<file path="src/rtl/core_types_pkg.sv">
// Core-wide widths, depths and shared bundle types.
// ROB kill bundle shared by flush-aware queues.
package core_types_pkg;

  localparam int MDPT_INFO_WIDTH = 8;
  localparam int LOG_ROB_ENTRIES = 6;

  localparam int SSU_FUNNEL_BUFFER_ENTRIES = 4;
  localparam int MDP_UPDATE_Q_ENTRIES = 4;

  typedef struct packed {
    logic                       valid;
    logic [LOG_ROB_ENTRIES-1:0] abs_head_index;
    logic [LOG_ROB_ENTRIES-1:0] rel_kill_younger_index;
  } rob_kill_t;

endpackage

</file>
<file path="src/rtl/rob_rel_kill_check.sv">
// Flush check for one ROB index.
// Relative age from head, wrapped in ROB index width.
module rob_rel_kill_check
  import core_types_pkg::*;
(
  input  logic [LOG_ROB_ENTRIES-1:0] index,
  input  rob_kill_t                  kill,
  output logic                       killed
);

  logic [LOG_ROB_ENTRIES-1:0] rel;

  // younger-than-kill-point test
  always_comb begin
    rel    = index - kill.abs_head_index;
    killed = kill.valid &
             (rel >= kill.rel_kill_younger_index);
  end

endmodule

</file>
<file path="src/rtl/ssu_rob_mdp_update_q.sv">
// ssu -> ROB mdp update buffer.
// Compacting queue with merge, flush kill and drop-on-full.
module ssu_rob_mdp_update_q #(
  parameter int MDP_UPDATE_Q_ENTRIES =
    core_types_pkg::MDP_UPDATE_Q_ENTRIES,
  parameter int MDPT_INFO_WIDTH =
    core_types_pkg::MDPT_INFO_WIDTH,
  parameter int LOG_ROB_ENTRIES =
    core_types_pkg::LOG_ROB_ENTRIES
) (
  input  logic                       CLK,
  input  logic                       nRST,
  input  logic                       rob_mdp_update_valid,
  input  logic [MDPT_INFO_WIDTH-1:0] rob_mdp_update_mdp_info,
  input  logic [LOG_ROB_ENTRIES-1:0] rob_mdp_update_ROB_index,
  input  logic                       rob_kill_valid,
  input  logic [LOG_ROB_ENTRIES-1:0] rob_kill_abs_head_index,
  input  logic [LOG_ROB_ENTRIES-1:0] rob_kill_rel_kill_younger_index,
  output logic                       rob_mdp_write_valid,
  output logic [MDPT_INFO_WIDTH-1:0] rob_mdp_write_mdp_info,
  output logic [LOG_ROB_ENTRIES-1:0] rob_mdp_write_ROB_index,
  input  logic                       rob_mdp_write_ready,
  output logic                       mdp_update_drop,
  output logic [$clog2(MDP_UPDATE_Q_ENTRIES+1)-1:0]
                                     mdp_update_q_count
);

  import core_types_pkg::*;

  localparam int N  = MDP_UPDATE_Q_ENTRIES;
  localparam int IW = MDPT_INFO_WIDTH;
  localparam int RW = LOG_ROB_ENTRIES;
  localparam int CW = $clog2(N+1);

  logic [N-1:0]  v_q;
  logic [IW-1:0] info_q [N];
  logic [RW-1:0] idx_q  [N];
  logic          drop_q;
  logic [CW-1:0] cnt_q;

  logic [N-1:0]  v_d;
  logic [IW-1:0] info_d [N];
  logic [RW-1:0] idx_d  [N];
  logic          drop_d;
  logic [CW-1:0] cnt_d;

  rob_kill_t     kill;
  logic [N-1:0]  slot_kill;
  logic          in_kill;

  logic          deq;
  logic [N-1:0]  keep;
  logic [CW-1:0] pre [N];
  logic [CW-1:0] surv_cnt;
  logic [N-1:0]  hit;
  logic          in_live;
  logic          append;

  assign kill = '{
    valid:                  rob_kill_valid,
    abs_head_index:         rob_kill_abs_head_index,
    rel_kill_younger_index: rob_kill_rel_kill_younger_index
  };

  for (genvar g = 0; g < N; g++) begin : g_slot_kill
    rob_rel_kill_check u_chk (
      .index  (idx_q[g]),
      .kill   (kill),
      .killed (slot_kill[g])
    );
  end

  rob_rel_kill_check u_in_chk (
    .index  (rob_mdp_update_ROB_index),
    .kill   (kill),
    .killed (in_kill)
  );

  // removal mask and per-slot prefix count of survivors
  always_comb begin
    deq      = v_q[0] & rob_mdp_write_ready;
    keep     = v_q & ~slot_kill;
    keep[0]  = keep[0] & ~deq;
    surv_cnt = '0;
    for (int i = 0; i < N; i++) begin
      pre[i]   = surv_cnt;
      surv_cnt = surv_cnt + CW'(keep[i]);
    end
  end

  // compaction, then merge or append of the incoming update
  always_comb begin
    for (int j = 0; j < N; j++) begin
      v_d[j]    = 1'b0;
      info_d[j] = '0;
      idx_d[j]  = '0;
      for (int i = 0; i < N; i++) begin
        if (keep[i] && pre[i] == CW'(j)) begin
          v_d[j]    = 1'b1;
          info_d[j] = info_q[i];
          idx_d[j]  = idx_q[i];
        end
      end
    end
    in_live = rob_mdp_update_valid & ~in_kill;
    for (int j = 0; j < N; j++) begin
      hit[j] = v_d[j] &
               (idx_d[j] == rob_mdp_update_ROB_index);
    end
    append = in_live & ~(|hit) &
             (surv_cnt < CW'(N));
    drop_d = in_live & ~(|hit) &
             (surv_cnt == CW'(N));
    for (int j = 0; j < N; j++) begin
      if (in_live && hit[j]) begin
        info_d[j] = rob_mdp_update_mdp_info;
      end
      if (append && surv_cnt == CW'(j)) begin
        v_d[j]    = 1'b1;
        info_d[j] = rob_mdp_update_mdp_info;
        idx_d[j]  = rob_mdp_update_ROB_index;
      end
    end
    cnt_d = surv_cnt + CW'(append);
  end

  // queue state registers
  always_ff @(posedge CLK or negedge nRST) begin
    if (!nRST) begin
      v_q    <= '0;
      drop_q <= 1'b0;
      cnt_q  <= '0;
      for (int j = 0; j < N; j++) begin
        info_q[j] <= '0;
        idx_q[j]  <= '0;
      end
    end else begin
      v_q    <= v_d;
      drop_q <= drop_d;
      cnt_q  <= cnt_d;
      for (int j = 0; j < N; j++) begin
        info_q[j] <= info_d[j];
        idx_q[j]  <= idx_d[j];
      end
    end
  end

  assign rob_mdp_write_valid     = v_q[0];
  assign rob_mdp_write_mdp_info  = info_q[0];
  assign rob_mdp_write_ROB_index = idx_q[0];
  assign mdp_update_drop         = drop_q;
  assign mdp_update_q_count      = cnt_q;

endmodule

</file>
<file path="config.mk">
export PLATFORM = sky130hd
export DESIGN_NAME = ssu_rob_mdp_update_q
export DESIGN_NICKNAME = d
export VERILOG_FILES = /design/src/rtl/core_types_pkg.sv /design/src/rtl/rob_rel_kill_check.sv /design/src/rtl/ssu_rob_mdp_update_q.sv
export SDC_FILE = /design/constraint.sdc
export NUM_CORES = 1
export LEC_CHECK = 0
export CORE_MARGIN = 2
export CORE_UTILIZATION = 60
export CTS_BUF_LIST = sky130_fd_sc_hd__clkbuf_8
export CTS_CLUSTER_SIZE = 16
export DETAILED_ROUTE_END_ITERATION = 16
export PLACE_DENSITY = 0.81
export SLEW_MARGIN = 40
export SYNTH_ARGS = -nofsm -noshare
export SYNTH_HDL_FRONTEND = slang
export SYNTH_HIERARCHICAL = 1
export SYNTH_SLANG_ARGS = --single-unit
</file>
<file path="constraint.sdc">
create_clock -name CLK -period 6.8 [get_ports CLK]
set_input_delay 1.36 -clock CLK [delete_from_list [all_inputs] [get_ports CLK]]
set_output_delay 1.36 -clock CLK [all_outputs]
set_load 0.01 [all_outputs]
</file>
=== After elaboration in Yosys (flattened, before gate mapping) ===
Cells that the tools add are included.

* Bits in registers: 64
* Input port bits: 31
* Logic and storage cells: 136

* Add/subtract/negate cells: 9
* Reductions and logical operators: 23
* Bitwise gates (word level): 20
* Equal/unequal tests: 18
* Magnitude comparators: 6
* Muxes and demuxes: 49

{| class="wikitable"
|+ Operators with widths
! operator !! number
|-
| 2-to-1 mux 8 bit || 19
|-
| 2-to-1 mux 6 bit || 15
|-
| >= comparator 6 bit || 5
|-
| subtractor 6 bit || 5
|-
| == test 6 bit || 4
|-
| logical AND 1 bit || 18
|-
| AND 1 bit || 15
|-
| 2-to-1 mux 1 bit || 15
|-
| == test 3 x 2 -> 1 bit, second input constant || 4
|-
| zero test 3 bit || 4
|-
| adder 3 x 1 -> 3 bit || 2
|-
| == test 3 x 1 -> 1 bit, second input constant || 2
|-
| inequality test 6 x 1 -> 1 bit, second input constant || 1
|-
| inequality test 5 x 1 -> 1 bit, second input constant || 1
|-
| AND 4 bit || 1
|-
| == test 2 bit, second input constant || 2
|-
| inequality test 4 x 1 -> 1 bit, second input constant || 1
|-
| NOT 4 bit || 1
|-
| OR reduction 4 bit || 1
|-
| adder 2 x 1 -> 3 bit || 1
|-
| == test 3 bit, second input constant || 1
|-
| < comparator 3 bit, second input constant || 1
|-
| inequality test 3 x 1 -> 1 bit, second input constant || 1
|-
| NOT 1 bit || 3
|-
| 2 further kinds || 2
|}

=== Longest topological paths before layout ===
* Depth after elaboration: 19
* Gate-level depth with buffers: 31
* Gate-level depth less buffers: 28

=== Hierarchy ===
The synthesis kept the hierarchy.

{| class="wikitable"
|+ By module, submodules not included
! module !! instances !! area each (sq um) !! sequential area each (sq um) !! cells each
|-
| ssu_rob_mdp_update_q || 1 || 4692.0 || 1601.5 || 510
|-
| rob_rel_kill_check || 5 || 371.6 || 0.0 || 49
|}

=== Worst setup path before layout ===
No wires, ideal clock.

* Path kind: input-to-reg
* From: input port rob_kill_abs_head_index[0]
* To: register info_q[0] (netlist name)
* Buffers on the path: 3
* Data arrival time: 6.570 ns
* Slack: 0.105 ns
* Required time: 6.675 ns
* Stages on the path: 27
* Library setup time: 0.125 ns
* Path through: ha_1 inv_1 fa_1 a21o_1 a21oi_1 xnor2_1 ha_1 a21oi_1 nor2b_1 o21ai_0 o21ai_0 nor2_1 and2_1 ha_1 ha_1 ha_1 and4bb_2 buf_2 nand2_1 buf_2 o21ai_0 nor2_1 nor4_1 nor4_2 buf_6 a32oi_4 mux2_2

* Cells in the longest elaborated chain, start to end: 19

{| class="wikitable"
|+ Ends and longest elaborated chain
! item !! line !! source
|-
| start, declared || ssu_rob_mdp_update_q.sv:17 || <nowiki>input logic [LOG_ROB_ENTRIES-1:0] rob_kill_abs_head_index,</nowiki>
|-
| subtractor 6 bit (*) || rob_rel_kill_check.sv:15 || <nowiki>rel = index - kill.abs_head_index;</nowiki>
|-
| >= comparator 6 bit (*) || rob_rel_kill_check.sv:17 || <nowiki>(rel >= kill.rel_kill_younger_index);</nowiki>
|-
| AND 1 bit (*) || rob_rel_kill_check.sv:16 || <nowiki>killed = kill.valid &</nowiki>
|-
| named net slot_kill[0] || ssu_rob_mdp_update_q.sv:48 || <nowiki>logic [N-1:0] slot_kill;</nowiki>
|-
| NOT 4 bit (*) || ssu_rob_mdp_update_q.sv:82 || <nowiki>keep = v_q & ~slot_kill;</nowiki>
|-
| AND 4 bit (*) || ssu_rob_mdp_update_q.sv:82 ||
|-
| AND 1 bit (*) || ssu_rob_mdp_update_q.sv:83 || <nowiki>keep[0] = keep[0] & ~deq;</nowiki>
|-
| adder 1 x 1 -> 2 bit / zero test 3 bit (equally long branches) || ssu_rob_mdp_update_q.sv:87, ssu_rob_mdp_update_q.sv:98 ||
|-
| [... 3 more ...] || -- ||
|-
| 2-to-1 mux 6 bit || ssu_rob_mdp_update_q.sv:98 || <nowiki>if (keep[i] && pre[i] == CW'(j)) begin</nowiki>
|-
| == test 6 bit || ssu_rob_mdp_update_q.sv:108 || <nowiki>(idx_d[j] == rob_mdp_update_ROB_index);</nowiki>
|-
| AND 1 bit || ssu_rob_mdp_update_q.sv:107 || <nowiki>hit[j] = v_d[j] &</nowiki>
|-
| OR reduction 4 bit || ssu_rob_mdp_update_q.sv:110 || <nowiki>append = in_live & ~(|hit) &</nowiki>
|-
| NOT 1 bit || ssu_rob_mdp_update_q.sv:110 ||
|-
| AND 1 bit (2 in a row) || ssu_rob_mdp_update_q.sv:110 ||
|-
| logical AND 1 bit || ssu_rob_mdp_update_q.sv:118 || <nowiki>if (append && surv_cnt == CW'(j)) begin</nowiki>
|-
| inequality test 3 x 1 -> 1 bit (no line) / 2-to-1 mux 8 bit (equally long branches) || -- ||
|-
| end signal, assigned by index || ssu_rob_mdp_update_q.sv:142 || <nowiki>info_q[j] <= info_d[j];</nowiki>
|-
| end, declared || ssu_rob_mdp_update_q.sv:36 || <nowiki>logic [IW-1:0] info_q [N];</nowiki>
|}

Mark *: on every way through the listed nets, which the timed path passes. The rest lies on a longest branch. The select of a mux whose other input is x is not followed.
A chain may end at the register's enable or synchronous reset.

=== Worst setup path after layout ===
* From: input port rob_kill_abs_head_index[1]
* To: register info_q[10] (netlist name)

{| class="wikitable"
|+ RTL lines
! item !! line !! source
|-
| subtractor 6 bit (*) || rob_rel_kill_check.sv:15 ||
|-
| >= comparator 6 bit (*) || rob_rel_kill_check.sv:17 ||
|-
| AND 1 bit (*) || rob_rel_kill_check.sv:16 ||
|-
| named net slot_kill[2] || ssu_rob_mdp_update_q.sv:48 ||
|-
| NOT 4 bit (*) || ssu_rob_mdp_update_q.sv:82 ||
|-
| AND 4 bit (*) || ssu_rob_mdp_update_q.sv:82 ||
|-
| adder 2 x 1 -> 3 bit || ssu_rob_mdp_update_q.sv:87 || <nowiki>surv_cnt = surv_cnt + CW'(keep[i]);</nowiki>
|-
| == test 3 x 1 -> 1 bit, or another cell as far along || ssu_rob_mdp_update_q.sv:98 ||
|-
| logical AND 1 bit || ssu_rob_mdp_update_q.sv:98 ||
|-
| 2-to-1 mux 6 bit || ssu_rob_mdp_update_q.sv:98 ||
|-
| == test 6 bit || ssu_rob_mdp_update_q.sv:108 ||
|-
| AND 1 bit || ssu_rob_mdp_update_q.sv:107 ||
|-
| OR reduction 4 bit || ssu_rob_mdp_update_q.sv:110 ||
|-
| NOT 1 bit || ssu_rob_mdp_update_q.sv:110 ||
|-
| AND 1 bit (2 in a row) || ssu_rob_mdp_update_q.sv:110 ||
|-
| logical AND 1 bit || ssu_rob_mdp_update_q.sv:118 ||
|-
| inequality test 4 x 1 -> 1 bit (no line) / 2-to-1 mux 8 bit (equally long branches) || -- ||
|}

Mark *: on every way through the listed nets, which the timed path passes. The rest lies on a longest branch.

==> summary by stage <==
Status
The run finished with clean final reports.

Floorplanning
The number of placement rows is 38. The effective utilization at floorplan is 61.0%. For this design the top-level I/O count stands at 50.

The height of the die is 108 um. The total area inside the core boundary comes to 10700 um2. The full die area is 11800 um2. The x dimension of the die is 108 um.

Finish
The count of filler cells inserted in the layout is 735. The post-synthesis to final-layout area growth is 27.1%. The post-route standard cell area excluding fillers is 8320 um2. The sequential cells in the finished layout cover a total of 1600 um2. Cells fill 77.5% of the core in the end. Cells with a size suffix above 1 make up 26.6% of the layout. The number of inserted diodes is 0. Summing all multi-input logic gate instances after layout gives 4570 um2. At the end of the flow, the number of nets in the layout was 988.

Synthesis
In the post-synthesis netlist, the biggest area contributors are dfrtp_1 (24%), ha_1 (12%), mux2_2 (7.7%). The register area share after synthesis is 24.5%. The number of nets in the synthesized netlist is 856.

After synthesis, the share of flip-flops with an asynchronous set or reset is 100%. Ranked by instance count, the synthesized netlist is headed by inv_1 (72), dfrtp_1 (64), nand2_1 (64). Synthesis produced 755 cells. The most area-hungry cell type in the Yosys netlist is dfrtp_1.

Each instance of the synthesized netlist takes up on average 8.68 um2. The most used standard cell by instance count after synthesis is inv_1. The total standard cell area after synthesis is 6550 um2. Counting distinct cell types in the post-synthesis netlist gives 72. The Yosys warning count is 6. The top-area cell type share of the netlist area is 24.5%. Counting flops with a built-in enable in the synthesized netlist gives 0.

The most used flip-flop cell after synthesis is dfrtp_1. The flip-flop and latch count after synthesis is 64.

STA
The relative slew slack is 53.0%. The number of pins with negative max-slew slack in the final report was 0. Setup violations remaining at the end of the flow were counted as 0. The slew at the pin closest to its max-slew limit is 703 ps. The number of hold violations in the final report is 0. The worst hold slack across all endpoints is 651 ps. After layout, the minimum clock period comes to 6650 ps. Setup slack closes at 149 ps.

The worst clock skew is 16.0 ps. The maximum frequency from static timing analysis is 150 MHz. Dividing the final minimum period by the clock period gives 97.8%.

Clocking
The number of clock sinks seen by CTS is 64. CTS placed an instance of clkbuf_8 at the clock tree root. Clock-pin slew was measured on the worst setup and hold paths at 70 ps. The maximum level of the CTS H-tree is 3. The later-pin clock latency in the skew report is 360 ps. The number of clock buffers inserted by TritonCTS is 9.

Counting along the longest clock path gives a buffer depth of 2. The clock tree from TritonCTS is built.

Global route
The global-route congestion overflow total is 0. The initial antenna violation count is 0. The total routing resource utilization after global routing is 37.0%. Entering global routing, the biggest net connects 65 pins. The via count of the first global-routing pass is 6655. The first global-routing pass estimated 33.0 mm of wire.

Critical path
In this run the worst path has a maximum fanout of 8. The critical path launch point type is an input port. The setup path with the least slack is of type input port to flop. The critical path starts at rob_kill_abs_head_index[1].

The slowest stage of the critical path is the fa_1 cell. The type of destination of the critical path is a flop. On the worst path, the slowest cell contributes a delay of 480 ps.

The required time at the endpoint of the critical path is 7040 ps. The cell that appears most often on the critical path is buf_4. At the worst endpoint, the arrival time is 6890 ps. The reg-to-reg startpoint is rob_mdp_write_ROB_index[0].

Placed design
Before CTS, the worst setup slack after placement is -654 ps. The congestion estimate from routability-driven global placement came to 0.971. The placed instances occupy a cell area of 7850 um2. The HPWL after detailed placement is 16.0 mm. Buffers placed on the I/O ports in this run total 49.

Power
VDD sags by at most 0.229 mV. The switching power is 708 uW. Cell internal power was estimated by the tool at 1090 uW. The power density relative to cell area is 216 nW/um2.

The clock share of power is 19.7%. The combinational fraction of design power is 53.0%. The share of total power consumed by net switching is 39.3%. The leakage power summed over all cells is 0.00408 uW. Of the total power, registers draw 27.3%. The overall power after layout is 1800 uW.

Route
The post-detailed-route count of antenna-violating nets is 0. The via count is 6699. The mean routed wirelength per cell is 20.9 um.

The ratio of routed vias to standard cells is 6.49. The number of DRC violations after detailed-routing iteration 0 is 690. The detailed-route DRC error count is 0. The sum of routed wire length over all layers is 21.6 mm.

The first TritonRoute pass finished after 5 iterations.

Job
The count of max-cap constraint violations is 0.

Min path
The worst min-delay path class is flop to flop. The worst hold path begins at info_q[2].
-- state kept, by name (all words and copies together) (netlist names) --
register and cells:
v_q 4, info_q 24, mdp_update_drop 1, rob_mdp_write_mdp_info 8, mdp_update_q_count 3, rob_mdp_write_ROB_index 6
idx_q 18
-- final cells by class --
type | count | area share (%)
multi-input cells | 568 | 54.9
flip-flops and latches | 64 | 19.2
inverters | 74 | 3.34
well taps | 140 | 2.10
clock buffers | 11 | 1.82
repair buffers | 170 | 17.9
clock inverters | 5 | 0.661
-- cells in the final DEF, fill, tap and decap left out, types with 9 or more instances in the layout --
cell	instances
buf_4	110
inv_1	72
dfrtp_1	64
nand2_1	63
ha_1	61
mux2_2	45
clkdlybuf4s50_1	43
a21oi_1	39
nand3_1	33
nor2_1	32
o21ai_0	32
nor2b_1	19
o211ai_1	16
nor3_1	15
and2_1	13
nand4_1	11
a21o_1	11
clkbuf_8	11
xnor2_1	10
mux2i_1	9
a221o_1	9
a22oi_1	9
-- critical path: cells and delay by family --
family | cells | cell delay [ps]
adders and majority gates | 3 | 1150
buffers and inverters | 12 | 1990
xor gates and xnor gates | 1 | 140
and+or+nand+nor | 5 | 650
AOI/OAI and AO/OA | 8 | 1260
muxes | 1 | 340
-- kinds of logic after synthesis --
| logic type | Yosys count | share of synthesized area (%) |
|---|---|---|
| simple gates | 236 | 19.8 |
| buf+inv | 123 | 8.25 |
| compound gates | 183 | 20.2 |
| flops | 64 | 24.5 |
| fa+ha+maj | 70 | 14.2 |
| xor+xnor | 22 | 3.51 |
| mux | 57 | 9.63 |
-- power by group through the flow --
stage / Clock (uW) / Sequential (uW) / Combinational, uW
6_report: 354 / 492 / 953
2_1_floorplan: 0 / 479 / 538
4_1_cts: 351 / 490 / 904
3_3_place_gp: 0 / 495 / 842
3_5_place_dp: 0 / 497 / 879
5_1_grt: 366 / 498 / 1020
-- stage by stage --
step                setup TNS [ps]  std cells
floorplan                        0        755
global placement            -27430       1007
detailed placement          -36700       1007
CTS                              0       1029
global route                 -1570       1032
finish                           0       1032
-- routing by layer --
metal | track usage, % | up-vias | wire [um]
li1 | - | 2974 | -
met1 | 42.9 | 3168 | 7810
met2 | 62.9 | 431 | 10400
met3 | 8.14 | 126 | 2160
met4 | 21.5 | 0 | 1260
met5 | 0 | - | 0
-- worst paths after layout --
path | cells past startpoint | slack (ps) | end
setup / recovery | 30 | 150 | info_q[10]
hold / removal | 3 | 650 | info_q[2]
setup reg to reg | 29 | 830 | info_q[10]
min in group asynchronous | 2 | 1080 | idx_q[1]
max in group asynchronous | 2 | 5290 | idx_q[12]
hold reg to reg | 3 | 650 | info_q[2]
-- timing repair --
action	CTS	global route
pin swaps	11	11
setup buffers	6	3
endpoints found under the hold margin	0	0
gates resized for setup	28	22
hold buffers	0	0
endpoints found under the setup margin	63	63
(Power assumes the default switching activity.)
